<file path="src/rtl/mips_pkg.sv">
// Shared pipeline definitions for the five-stage MIPS pipeline.
package mips_pkg;

  localparam int unsigned XLEN = 32;

  localparam logic [XLEN-1:0] NOP_INSTR = 32'h0000_0000;
  localparam logic [XLEN-1:0] RESET_PC  = 32'h0000_0000;

  // IF/ID pipeline register payload, shared with the ID stage and hazard unit
  typedef struct packed {
    logic [XLEN-1:0] instr;
    logic [XLEN-1:0] pc4;
    logic            valid;
  } if_id_t;

endpackage

</file>
<file path="src/rtl/if_id_fetch_stage_if.sv">
// Instruction-memory fetch bus: address out from the fetch stage, instruction back.
interface if_id_fetch_stage_if #(
  parameter int unsigned PC_WIDTH    = 32,
  parameter int unsigned INSTR_WIDTH = 32
);
  logic [PC_WIDTH-1:0]    imem_addr;
  logic [INSTR_WIDTH-1:0] imem_rdata;

  modport master (output imem_addr, input  imem_rdata);
  modport slave  (input  imem_addr, output imem_rdata);
endinterface

</file>
<file path="src/rtl/if_id_fetch_stage_sat_counter.sv">
// Saturating up-counter with synchronous active-low clear.
module sat_counter #(
  parameter int unsigned CNT_WIDTH = 16
) (
  input  logic                 clk,
  input  logic                 rst_n,
  input  logic                 inc,
  output logic [CNT_WIDTH-1:0] count
);

  always_ff @(posedge clk) begin
    if (!rst_n) begin
      count <= '0;
    end else if (inc && (count != {CNT_WIDTH{1'b1}})) begin
      count <= count + CNT_WIDTH'(1);
    end
  end

endmodule

</file>
<file path="src/rtl/if_id_fetch_stage.sv">
// Fetch stage: owns the PC, drives instruction fetch, and loads the IF/ID register
// with stall hold, taken-branch redirect/flush and saturating debug statistics.
module if_id_fetch_stage #(
  parameter int unsigned           PC_WIDTH    = 32,
  parameter int unsigned           INSTR_WIDTH = 32,
  parameter logic [PC_WIDTH-1:0]   RESET_PC    = PC_WIDTH'(mips_pkg::RESET_PC),
  parameter int unsigned           CNT_WIDTH   = 16
) (
  input  logic                   clk,
  input  logic                   rst_n,
  input  logic                   PCWrite,
  input  logic                   IF_ID_write,
  input  logic                   branch_taken,
  input  logic [PC_WIDTH-1:0]    branch_target,
  if_id_fetch_stage_if.master    imem,
  output logic [INSTR_WIDTH-1:0] IF_ID_instr,
  output logic [PC_WIDTH-1:0]    IF_ID_pc4,
  output logic                   IF_ID_valid,
  output logic [CNT_WIDTH-1:0]   stall_count,
  output logic [CNT_WIDTH-1:0]   flush_count
);

  localparam logic [INSTR_WIDTH-1:0] NOP = INSTR_WIDTH'(mips_pkg::NOP_INSTR);

  logic [PC_WIDTH-1:0] pc;
  logic [PC_WIDTH-1:0] pc_plus4_c;
  logic                stall_inc_c;

  assign pc_plus4_c     = pc + PC_WIDTH'(4);
  assign imem.imem_addr = pc;

  // A redirect takes precedence, so a stall cycle that also redirects is not a stall
  assign stall_inc_c = !branch_taken && !PCWrite;

  always_ff @(posedge clk) begin
    if (!rst_n) begin
      pc          <= RESET_PC;
      IF_ID_instr <= NOP;
      IF_ID_pc4   <= '0;
      IF_ID_valid <= 1'b0;
    end else if (branch_taken) begin
      pc          <= branch_target;
      IF_ID_instr <= NOP;
      IF_ID_pc4   <= '0;
      IF_ID_valid <= 1'b0;
    end else begin
      // PC and IF/ID hold independently so mixed stall controls behave per register
      if (PCWrite) begin
        pc <= pc_plus4_c;
      end
      if (IF_ID_write) begin
        IF_ID_instr <= imem.imem_rdata;
        IF_ID_pc4   <= pc_plus4_c;
        IF_ID_valid <= 1'b1;
      end
    end
  end

  sat_counter #(.CNT_WIDTH(CNT_WIDTH)) u_stall_cnt (
    .clk   (clk),
    .rst_n (rst_n),
    .inc   (stall_inc_c),
    .count (stall_count)
  );

  sat_counter #(.CNT_WIDTH(CNT_WIDTH)) u_flush_cnt (
    .clk   (clk),
    .rst_n (rst_n),
    .inc   (branch_taken),
    .count (flush_count)
  );

endmodule

</file>
<file path="src/flat_wrapper.sv">
// flat-port wrapper written by rule: the top's interface ports become plain ports
module if_id_fetch_stage_flat 
#(
  parameter int unsigned           PC_WIDTH    = 32,
  parameter int unsigned           INSTR_WIDTH = 32,
  parameter logic [PC_WIDTH-1:0]   RESET_PC    = PC_WIDTH'(mips_pkg::RESET_PC),
  parameter int unsigned           CNT_WIDTH   = 16
)
  (clk, rst_n, PCWrite, IF_ID_write, branch_taken, branch_target, IF_ID_instr, IF_ID_pc4, IF_ID_valid, stall_count, flush_count, imem_imem_addr, imem_imem_rdata);
  if_id_fetch_stage_if #(.PC_WIDTH(PC_WIDTH), .INSTR_WIDTH(INSTR_WIDTH)) imem_i ();
  input  logic clk;
  input  logic rst_n;
  input  logic PCWrite;
  input  logic IF_ID_write;
  input  logic branch_taken;
  input  logic [PC_WIDTH-1:0] branch_target;
  output logic [INSTR_WIDTH-1:0] IF_ID_instr;
  output logic [PC_WIDTH-1:0] IF_ID_pc4;
  output logic IF_ID_valid;
  output logic [CNT_WIDTH-1:0] stall_count;
  output logic [CNT_WIDTH-1:0] flush_count;
  output wire logic [$bits(imem_i.imem_addr)-1:0] imem_imem_addr;
  input wire logic [$bits(imem_i.imem_rdata)-1:0] imem_imem_rdata;
  assign imem_imem_addr = imem_i.imem_addr;
  assign imem_i.imem_rdata = imem_imem_rdata;
  if_id_fetch_stage #(.PC_WIDTH(PC_WIDTH), .INSTR_WIDTH(INSTR_WIDTH), .RESET_PC(RESET_PC), .CNT_WIDTH(CNT_WIDTH)) u_core (.clk(clk), .rst_n(rst_n), .PCWrite(PCWrite), .IF_ID_write(IF_ID_write), .branch_taken(branch_taken), .branch_target(branch_target), .imem(imem_i), .IF_ID_instr(IF_ID_instr), .IF_ID_pc4(IF_ID_pc4), .IF_ID_valid(IF_ID_valid), .stall_count(stall_count), .flush_count(flush_count));
endmodule
</file>
<file path="config.mk">
export PLATFORM = sky130hd
export DESIGN_NAME = if_id_fetch_stage_flat
export DESIGN_NICKNAME = d
export VERILOG_FILES = /design/src/rtl/mips_pkg.sv /design/src/rtl/if_id_fetch_stage_if.sv /design/src/rtl/if_id_fetch_stage_sat_counter.sv /design/src/rtl/if_id_fetch_stage.sv /design/src/flat_wrapper.sv
export SDC_FILE = /design/constraint.sdc
export NUM_CORES = 1
export LEC_CHECK = 0
export ABC_AREA = 1
export BUFFER_PORTS_ARGS = -buffer_cell sky130_fd_sc_hd__clkbuf_2
export CAP_MARGIN = 10
export CORE_UTILIZATION = 50
export CTS_BUF_LIST = sky130_fd_sc_hd__clkbuf_4 sky130_fd_sc_hd__clkbuf_8 sky130_fd_sc_hd__clkbuf_16
export DETAILED_ROUTE_END_ITERATION = 7
export PLACE_DENSITY_LB_ADDON = 0.08
export SYNTH_ARGS = -nofsm -noshare
export SYNTH_HDL_FRONTEND = slang
export SYNTH_SLANG_ARGS = --single-unit
</file>
<file path="constraint.sdc">
create_clock -name clk -period 2 [get_ports clk]
set_input_delay 0.1 -clock clk [delete_from_list [all_inputs] [get_ports clk]]
set_output_delay 0.1 -clock clk [all_outputs]
set_load 0.1 [all_outputs]
</file>
==> reports/metrics.cfg <==
[place]
numPortBuffers=197
dp_hpwl_microns=12300
gp_congestion=0.864

[critical_path]
worstReg2RegStart=u_core.u_stall_cnt.count[0]
critPathKind=reg -> reg
critPathRequiredTime_ns=2.34
reg2reg_depth=8
critical_path.max_fanout=10
r2r-end=u_core.u_stall_cnt.count[5]
crit_chain=ha_1, nand3_1, nor2_1, nand3_1, nand2_2, buf_4, o21ai_0, a21oi_1
cp.arrival_ns=2.09
critPathMostFrequentCell=nand3_1
r2r_slack_ns=0.25
critPathCaptureType=flop
max_stage_delay_ns=0.35
startpoint_type=flop
crit_slowest_cell=dfxtp_2

[timing]
max_slew_margin_pct=28.7
period_share_pct=87.7
tightestPinTransition_ns=1.07
setup-tns-final_ns=0
report.final.hold_viol_count=0
skew_ns=0.00718
maxSlewViolCount=0
rsz0062_at_grt=no
period_needed_ns=1.75
final-setup-viol-count=0
fmax_ghz=0.570
whs_ns=0.0146

[floorplanning]
fp.dieH_microns=113
ios=198
die_w_microns=113
std_cell_rows=40
dieArea_sq_um=12900
core_sq_um=12100
start_util_pct=51.4

[logic_synthesis]
yosys.area.top_type=dfxtp_1
syn_avg_cell_area_sq_um=6.72
ys_warn_count=0
synth_fp_nets=995
yosys-top-cells-area=dfxtp_1, nand2_1, nor2_1
yosysSeqAreaShare_pct=41.6
ys_ff_latch=129
syn_inst=923
synth_cell_type_count=30
synthesis.area_sq_um=6200
synth_top_area_share_pct=41.6

[clocking]
cts_root_buf=clkbuf_16
cts_buffers=17
cts_tree=built
clock-sinks=129
htree_levels=4
worstSkewPairLatency_ns=0.42
path_clk_slew_ns=0.05
post_cts_buffers=0
ctsLongestPathBuffers=2

[routing]
ant_nets=0
via_count=6688
vias_per_cell=4.96
routedWlPerCell_microns=13.3
routed_wirelength_microns=18000
drt_first_pass_iters=4
drc=0
drt_iter0_drc=421

[global_route]
antenna_found_initial=0
grt_max_degree=61
grt_pass1_wl_microns=28900
grt_use_total_pct=28.3
first_global_vias=6002
overflow=0

[pwr]
swShare_pct=30.2
seq_power_share_pct=37.5
p_per_area_nw_per_um2=858
switchingPower_mw=2.22
p_leak_nw=3.93
clock_power_share_pct=45.3
pwr-share-comb_pct=17.2
vdd_drop_max_v=0.000528
p_int_mw=5.13

[worst_hold_path]
hp-class=in -> reg
hp-start=branch_target[15]
whs_endpoint=u_core.imem.imem_addr[15]
worstHoldPathCells=3

[finish]
fill_cells=1045
final_nets=1240
drive_gt1_share_pct=26.3
num_antenna_cells=0
area_growth_pct=38.2

[run_status]
status=finished, final reports clean

[job]
maxCapViolCount=0

stage by stage:
step	cells	power (mW)	utilization (%)	cell area (sq um)	worst slack (ns)
finish	1349	7.35	71.1	8570	0.246
global placement	1262	3.98	61.2	7380	0.333
CTS	1349	7.39	71.1	8570	0.252
global route	1349	7.60	71.1	8570	0.0426
floorplan	923	3.73	-	6260	0.00393
detailed placement	1262	3.99	61.2	7380	0.269
power groups by stage:
stage          Sequential (mW)  Combinational [mW]  Clock, mW
6_report                  2.76                1.27       3.33
5_1_grt                   2.77                1.34       3.50
4_1_cts                   2.76                1.26       3.37
3_5_place_dp              2.81                1.17          0
3_3_place_gp              2.81                1.17          0
2_1_floorplan             3.41               0.319          0
critical path, delay by kind of cell (launching register included):
family                     cells  cell delay (ns)
and+or+nand+nor                4             0.66
adders and majority gates      1             0.23
buffers and inverters          1             0.20
AOI/OAI and AO/OA              2             0.22
DFF                            1             0.35
timing repair:
item                      CTS  global route
resized for setup           0             0
hold endpoints to repair   55             0
hold buffers               55             0
cell usage in the layout, fill, tap and decap left out, types with 2 or more instances in the layout:
cell	count
clkbuf_8	2
xnor2_1	10
inv_1	73
nor2_2	7
a31oi_1	7
nand3b_1	6
clkbuf_16	17
nand2_1	297
bufinv_16	4
nand4_1	9
clkbuf_2	197
clkinv_2	2
a21oi_1	86
dlygate4sd3_1	55
a22oi_1	21
dfxtp_2	44
ha_1	3
xor2_1	19
o21ai_0	34
o21ai_1	5
inv_6	2
and2_1	3
nor2_4	3
nor2_1	119
dfxtp_1	84
inv_2	4
clkinvlp_4	2
clkinv_4	2
nand3_1	32
nand2_2	5
nor3_1	4
buf_4	16
layer usage:
| metal | GRT usage, % | vias up | share of wire [%] |
|---|---|---|---|
| met5 | 0 | - | 0 |
| li1 | - | 3428 | - |
| met3 | 5.10 | 33 | 5.6 |
| met2 | 47.6 | 222 | 48 |
| met4 | 13.3 | 0 | 2.7 |
| met1 | 35.2 | 3005 | 44 |
sequential cells by signal, indices dropped and copies added, names as in the netlist:
name / cells
u_core.IF_ID_pc4: 32
u_core.imem.imem_addr: 32
u_core.IF_ID_valid: 1
u_core.IF_ID_instr: 32
u_core.u_stall_cnt.count: 16
u_core.u_flush_cnt.count: 16
area by class of cell:
cell class	count	area [sq um]	share of cell area [%]
multi-input cells	674	3130	36.5
repair buffers	268	1660	19.3
well taps	168	210	2.45
clock buffers	20	460	5.37
flip-flops and latches	129	2640	30.8
inverters	78	293	3.42
clock inverters	12	180	2.10
cell families (layout without fill, tap and decap cells):
| group | count (synthesis) | count (layout) | synth area share (%) |
|---|---|---|---|
| and+or+nand+nor | 487 | 487 | 32.0 |
| adders and majority gates | 3 | 3 | 0.605 |
| buffers and inverters | 120 | 378 | 7.95 |
| xor gates and xnor gates | 29 | 29 | 4.09 |
| DFF | 129 | 129 | 41.6 |
| AOI/OAI and AO/OA | 155 | 155 | 13.7 |
cells in the mapped netlist (all sizes together):
master,number
clkinv,1
a22oi,21
clkbuf,32
a21oi,86
dfxtp,129
nand4,9
nand3,32
xor2,19
buf,10
a31oi,7
inv,77
nor3b,1
nor2,129
xnor2,10
ha,3
nand2,302
o21bai,1
and2,3
nor3,5
nand3b,6
o21ai,40
worst max-delay path by stage:
stage	to	cells after the start	slack, ns	startpoint
finish	u_core.u_stall_cnt.count[5]	8	0.25	u_core.u_stall_cnt.count[0]
CTS	u_core.u_stall_cnt.count[3]	9	0.25	u_core.u_stall_cnt.count[0]
global placement	u_core.u_stall_cnt.count[3]	9	0.33	u_core.u_stall_cnt.count[1]
floorplan	u_core.u_stall_cnt.count[13]	9	0.004	u_core.u_stall_cnt.count[0]
detailed placement	u_core.u_stall_cnt.count[2]	8	0.27	u_core.u_stall_cnt.count[0]
global route	u_core.u_stall_cnt.count[5]	8	0.04	u_core.u_stall_cnt.count[0]
(Power assumes the default switching activity.)
